--- src/rtl/vp_pkg.sv ---
// rtl/vp_pkg.sv - shared types for the value-predictor update scheduler
package vp_pkg;

   typedef enum logic [0:0] {
      CLEAR = 1'b0,
      RUN   = 1'b1
   } vp_state_e;

   localparam int VP_IDX_W  = 10;
   localparam int VP_DATA_W = 72;

   // Default-width view of one training update; the scheduler builds the same shape from its parameters.
   typedef struct packed {
      logic [VP_IDX_W-1:0]  idx;
      logic [VP_DATA_W-1:0] data;
   } vp_update_t;

endpackage

--- src/rtl/vp_update_fifo.sv ---
// rtl/vp_update_fifo.sv - multi-push, single-pop circular update buffer with flush
module vp_update_fifo #(
   parameter int P_LANES = 2,
   parameter int P_W     = 82,
   parameter int P_DEPTH = 8,
   parameter int P_OCC_W = $clog2(P_DEPTH) + 1
) (
   input  logic                   clk_i,
   input  logic                   rst_i,
   input  logic                   flush_i,
   input  logic [P_LANES-1:0]     push_i,
   input  logic [P_LANES*P_W-1:0] push_data_i,
   input  logic                   pop_i,
   output logic [P_W-1:0]         head_o,
   output logic [P_OCC_W-1:0]     occ_o
);

   localparam int AW = $clog2(P_DEPTH);

   logic [P_W-1:0]     mem_q [P_DEPTH];
   logic [AW-1:0]      wr_ptr_q, wr_ptr_d;
   logic [AW-1:0]      rd_ptr_q, rd_ptr_d;
   logic [P_OCC_W-1:0] occ_q, occ_d;
   logic [P_OCC_W-1:0] n_push;
   logic [AW-1:0]      slot [P_LANES];

   // Valid lanes are packed densely: each lane lands after the lower lanes that actually push.
   always_comb begin
      n_push = '0;
      for (int k = 0; k < P_LANES; k++) begin
         slot[k] = wr_ptr_q + n_push[AW-1:0];
         if (push_i[k]) begin
            n_push = n_push + P_OCC_W'(1);
         end
      end
      wr_ptr_d = wr_ptr_q + n_push[AW-1:0];
      rd_ptr_d = rd_ptr_q + AW'(pop_i);
      occ_d    = occ_q + n_push - P_OCC_W'(pop_i);
      if (flush_i) begin
         wr_ptr_d = '0;
         rd_ptr_d = '0;
         occ_d    = '0;
      end
   end

   always_ff @(posedge clk_i) begin
      if (rst_i) begin
         wr_ptr_q <= '0;
         rd_ptr_q <= '0;
         occ_q    <= '0;
      end else begin
         wr_ptr_q <= wr_ptr_d;
         rd_ptr_q <= rd_ptr_d;
         occ_q    <= occ_d;
         if (!flush_i) begin
            for (int k = 0; k < P_LANES; k++) begin
               if (push_i[k]) begin
                  mem_q[slot[k]] <= push_data_i[k*P_W +: P_W];
               end
            end
         end
      end
   end

   assign head_o = mem_q[rd_ptr_q];
   assign occ_o  = occ_q;

endmodule

--- src/rtl/vp_update_sched.sv ---
// rtl/vp_update_sched.sv - value-predictor table write-port scheduler: clear sequence and in-order update drain
module vp_update_sched
   import vp_pkg::*;
#(
   parameter int P_NUM_PRED   = 2,
   parameter int P_IDX_W      = 10,
   parameter int P_DATA_W     = 72,
   parameter int P_FIFO_DEPTH = 8
) (
   input  logic                           clk_i,
   input  logic                           rst_i,
   input  logic [P_NUM_PRED-1:0]          up_valid_i,
   output logic [P_NUM_PRED-1:0]          up_ready_o,
   input  logic [P_NUM_PRED*P_IDX_W-1:0]  up_idx_i,
   input  logic [P_NUM_PRED*P_DATA_W-1:0] up_data_i,
   input  logic                           clear_i,
   input  logic                           tbl_stall_i,
   output logic                           tbl_we_o,
   output logic [P_IDX_W-1:0]             tbl_idx_o,
   output logic [P_DATA_W-1:0]            tbl_data_o,
   output logic                           busy_o,
   output logic [$clog2(P_FIFO_DEPTH):0]  occ_o
);

   localparam int OCC_W = $clog2(P_FIFO_DEPTH) + 1;
   localparam int UPD_W = P_IDX_W + P_DATA_W;
   localparam logic [OCC_W-1:0]   DEPTH_C  = OCC_W'(P_FIFO_DEPTH);
   localparam logic [OCC_W-1:0]   LANES_C  = OCC_W'(P_NUM_PRED);
   localparam logic [P_IDX_W-1:0] LAST_IDX = '1;

   typedef struct packed {
      logic [P_IDX_W-1:0]  idx;
      logic [P_DATA_W-1:0] data;
   } upd_t;

   vp_state_e                   state_q, state_d;
   logic [P_IDX_W-1:0]          cnt_q, cnt_d;
   logic                        ready;
   logic                        pop;
   logic                        flush;
   logic [P_NUM_PRED-1:0]       push;
   logic [P_NUM_PRED*UPD_W-1:0] push_data;
   logic [UPD_W-1:0]            head_raw;
   upd_t                        head;
   logic [OCC_W-1:0]            occ;

   always_comb begin
      push_data = '0;
      for (int k = 0; k < P_NUM_PRED; k++) begin
         push_data[k*UPD_W +: UPD_W] = {up_idx_i[k*P_IDX_W +: P_IDX_W],
                                        up_data_i[k*P_DATA_W +: P_DATA_W]};
      end
   end

   assign head       = upd_t'(head_raw);
   assign up_ready_o = {P_NUM_PRED{ready}};
   assign push       = up_valid_i & up_ready_o & {P_NUM_PRED{!clear_i}};

   always_comb begin
      state_d    = state_q;
      cnt_d      = cnt_q;
      ready      = 1'b0;
      busy_o     = 1'b0;
      tbl_we_o   = 1'b0;
      tbl_idx_o  = '0;
      tbl_data_o = '0;
      pop        = 1'b0;
      flush      = 1'b0;
      case (state_q)
         CLEAR: begin
            busy_o    = 1'b1;
            tbl_we_o  = !tbl_stall_i;
            tbl_idx_o = cnt_q;
            if (clear_i) begin
               cnt_d = '0;
            end else if (!tbl_stall_i) begin
               cnt_d = cnt_q + P_IDX_W'(1);
               if (cnt_q == LAST_IDX) begin
                  state_d = RUN;
               end
            end
         end
         RUN: begin
            // Ready uses registered occupancy only, so a full buffer cannot overflow even if nothing pops.
            ready      = (DEPTH_C - occ) >= LANES_C;
            // A clear discards the head too, so it must not reach the table in that cycle.
            tbl_we_o   = (occ != '0) && !tbl_stall_i && !clear_i;
            tbl_idx_o  = head.idx;
            tbl_data_o = head.data;
            pop        = tbl_we_o;
            if (clear_i) begin
               flush   = 1'b1;
               state_d = CLEAR;
               cnt_d   = '0;
            end
         end
         default: state_d = CLEAR;
      endcase
   end

   always_ff @(posedge clk_i) begin
      if (rst_i) begin
         state_q <= CLEAR;
         cnt_q   <= '0;
      end else begin
         state_q <= state_d;
         cnt_q   <= cnt_d;
      end
   end

   vp_update_fifo #(
      .P_LANES (P_NUM_PRED),
      .P_W     (UPD_W),
      .P_DEPTH (P_FIFO_DEPTH),
      .P_OCC_W (OCC_W)
   ) u_fifo (
      .clk_i       (clk_i),
      .rst_i       (rst_i),
      .flush_i     (flush),
      .push_i      (push),
      .push_data_i (push_data),
      .pop_i       (pop),
      .head_o      (head_raw),
      .occ_o       (occ)
   );

   assign occ_o = occ;

endmodule
--- config.mk ---
export PLATFORM = sky130hd
export DESIGN_NAME = vp_update_sched
export DESIGN_NICKNAME = d
export VERILOG_FILES = /design/src/rtl/vp_pkg.sv /design/src/rtl/vp_update_fifo.sv /design/src/rtl/vp_update_sched.sv
export SDC_FILE = /design/constraint.sdc
export NUM_CORES = 1
export LEC_CHECK = 0
export CORE_UTILIZATION = 31
export CTS_CLUSTER_DIAMETER = 200
export DETAILED_ROUTE_END_ITERATION = 7
export RECOVER_POWER = 100
export SETUP_SLACK_MARGIN = 0.3
export SKIP_LAST_GASP = 1
export SLEW_MARGIN = 20
export SYNTH_ARGS = -nofsm -noshare
export SYNTH_HDL_FRONTEND = slang
export SYNTH_SLANG_ARGS = --single-unit
--- constraint.sdc ---
create_clock -name clk_i -period 17.65 [get_ports clk_i]
set_input_delay 3.53 -clock clk_i [delete_from_list [all_inputs] [get_ports clk_i]]
set_output_delay 3.53 -clock clk_i [all_outputs]
set_load 0.1 [all_outputs]
==> results.py <==
metrics = {
    "job": {
        "maxCapViolations": 37,
    },
    "final_layout": {
        "syn_to_final_growth_pct": 17.7,
        "drive_above_1_share": 0.393,
        "layout.nets": 2372,
        "final_cells": 3732,
        "utilization": 0.370,
    },
    "place": {
        "io_buffer_count": 259,
        "dp.cells": 3577,
        "dp_hpwl_mm": 54.7,
        "place.gp.congestion": 0.734,
        "dpl_worst_slack_ns": 8.08,
    },
    "critical_path": {
        "cp.arrival_ns": 12.57,
        "slowest_stage": "clkbuf_1",
        "cp_data_required_time_ns": 17.79,
        "cpMostUsedCell": "clkbuf_1",
        "crit_family": "buffers and inverters",
        "max_stage_delay_ns": 2.89,
        "worstSetupEndpointType": "flop",
        "critPathBufInv": 4,
        "setup.worst_path.class": "in -> reg",
        "critPathLaunchType": "primary input",
        "critPathMaxFanout": 45,
        "path_cells": "dlygate4sd3_1 > and3b_1 > ha_1 > ha_1 > nand4b_1 > nand4b_1 > clkbuf_1 > o21ai_0 > clkbuf_1 > clkbuf_1",
    },
    "synthesis": {
        "yosysSeqAreaShare": 0.584,
        "synth_area_um2": 34400,
        "syn_avg_cell_area_um2": 17.8,
        "syn_nets": 2119,
        "yosys.cell_count.top_type": "edfxtp_1",
        "synth_top_area_frac": 0.572,
        "yosysWarnings": 0,
        "synth_cells": 1932,
        "ys_async_sr_fraction": 0,
        "yosys.area.top_type": "edfxtp_1",
        "ys.flop_type": "edfxtp_1",
        "synth_area_leaders": "edfxtp_1, mux2_2, mux4_2",
        "synth_common_cells": "edfxtp_1, mux2_2, mux4_2",
        "ys_types": 41,
        "synth-edff-count": 656,
        "ys_ff_latch": 677,
    },
    "floorplanning": {
        "core_area_um2": 109000,
        "die_area_um2": 112000,
        "row_count": 121,
        "die_h_um": 335,
        "ios": 260,
        "die_x_um": 335,
        "start_util": 0.315,
    },
    "power": {
        "peakVddDrop_mv": 0.0651,
        "p_per_area_nw_per_um2": 87.2,
        "p_leak_nw": 12.6,
    },
    "sta": {
        "tightestPinTransition_ns": 4.38,
        "period_minus_slack_ns": 12.43,
        "max_freq_ghz": 0.0805,
        "min_period_over_period": 0.704,
        "fin_ws_ns": 5.22,
        "fin_worst_skew_ns": 0.0242,
        "relSlewSlack": -1.92,
        "hold_ws_ns": 0.531,
        "drv_slew": 1476,
        "tns_ns": 0,
        "finalHoldViolCount": 0,
        "rsz0062_at_grt": "no",
        "finalSetupViolCount": 0,
    },
    "drt": {
        "route.detailed.drc": 0,
        "antenna_left": 0,
        "via_count": 19000,
        "drt_iter0_markers": 964,
        "routedWlPerCell_um": 26.5,
        "via_per_inst": 5.10,
        "first_pass_iters": 5,
        "wirelength_mm": 99.1,
    },
    "status": {
        "status": "complete, but fails checks",
        "violations": "capacitance limit, slew limit",
    },
    "grt": {
        "grt_pass1_vias": 21000,
        "overflow": 0,
        "grt_max_degree": 54,
        "use_met3": 0.0311,
        "grt_most_used_layer": "met2",
        "met1_usage": 0.212,
        "grt_util_met2": 0.314,
        "antenna_found_initial": 17,
        "grt_pass1_wl_mm": 143,
        "grtUsageTotal": 0.176,
    },
    "cts": {
        "postCtsResizedCells": 0,
        "cts_tree": "built",
        "clkSinkCount": 677,
        "htree_levels": 3,
        "root_buffer": "clkbuf_16",
        "cts_setup_buffers": 0,
        "hold_buffers": 0,
        "insertion_delay_ns": 0.64,
        "cts_buffer_depth": 3,
        "numCtsBuffers": 82,
        "clkTransAtPathRegs_ns": 0.06,
    },
    "worst_hold_path": {
        "hold_class": "reg -> reg",
    },
}
-- flip-flops by register name, summed over array words and instances (netlist names) --
| signal | flops |
|---|---|
| u_fifo.mem_q | 656 |
| cnt_q | 10 |
| u_fifo.occ_o | 4 |
| u_fifo.rd_ptr_q | 3 |
| u_fifo.wr_ptr_q | 3 |
| state_q | 1 |
-- layout make-up --
cell class / count / area (um2)
multi-input combinational: 1111 / 13200
sequential: 677 / 20100
inverter: 12 / 47.5
timing repair buffer: 301 / 2770
clock buffer: 101 / 2230
clock inverter: 48 / 345
tap: 1476 / 1850
antenna: 6 / 15.0
fill: 10200 / 68900
-- per-layer routing --
layer / wire length [um] / share of wire
met5: 138 / 0.0014
met4: 2550 / 0.026
met3: 4880 / 0.049
met2: 51300 / 0.52
met1: 40200 / 0.41
-- stage by stage --
stage	power [W]	cell area [um2]
detailed placement	0.00195	38500
finish	0.00354	40500
CTS	0.00359	41000
global route	0.00364	40500
floorplan	0.00187	34400
global placement	0.00194	38400
-- layout by cell type (no fill, tap or decap), types with 3 or more instances in the layout --
cell             count
mux2i_1             82
xor2_1              10
clkbuf_1            49
o21ai_0              5
inv_1               11
clkinv_1            21
ha_1                15
mux2_2             588
mux2_1              65
o21bai_1             6
bufinv_16            4
dfxtp_1             18
clkdlybuf4s50_1    170
buf_4                7
and4_1               4
a21oi_1             14
mux2_4               3
clkinv_2            14
nand3_1              6
diode_2              6
nand2_1              5
and3b_4              3
nor2_1              99
clkbuf_16           87
nand4_1              5
and2_1               5
clkinv_4             4
dfxtp_4              3
inv_6                3
edfxtp_1           656
xnor2_1              4
dlygate4sd3_1       88
mux4_2             164
-- logic make-up (layout without fill, tap and decap cells) --
family,Yosys count,count (layout),synth area share
muxes,902,902,0.353
DFF,677,677,0.584
and+or+nand+nor,149,149,0.0205
buffers and inverters,144,462,0.0271
AOI/OAI and AO/OA,29,29,0.00494
adders and majority gates,17,17,0.00661
xor gates and xnor gates,14,14,0.00356
other,0,6,0
-- final timing paths --
kind	from	endpoint	slack (ns)	cells past startpoint
hold / removal	cnt_q[1]$_SDFFE_PP0P_	cnt_q[1]$_SDFFE_PP0P_	0.53	2
setup reg to reg	u_fifo.occ_o[0]$_SDFF_PP0_	u_fifo.mem_q[7][33]$_DFFE_PP_	7.06	14
setup / recovery	clear_i	u_fifo.mem_q[7][33]$_DFFE_PP_	5.22	10
hold reg to reg	cnt_q[1]$_SDFFE_PP0P_	cnt_q[1]$_SDFFE_PP0P_	0.53	2
-- report_power, final --
part | internal, W | leakage, nW | switching [W]
Clock | 0.000953 | 1.26 | 0.000673
Sequential | 0.00176 | 6.06 | 0.000000204
Combinational | 0.0000868 | 5.27 | 0.0000625
Total | 0.00280 | 12.6 | 0.000735
-- worst reg2reg max path, cell delays in order, from the launching register on --
cell,delay [ns]
dfxtp_1,0.36
inv_1,0.10
ha_1,0.30
a211oi_1,0.18
nand4_1,0.43
and2_1,0.37
and3b_1,0.19
ha_1,0.19
ha_1,0.33
nand4b_1,0.15
nand4b_1,0.21
clkbuf_1,1.33
o21ai_0,0.55
clkbuf_1,2.38
clkbuf_1,2.91
(Power assumes the default switching activity.)
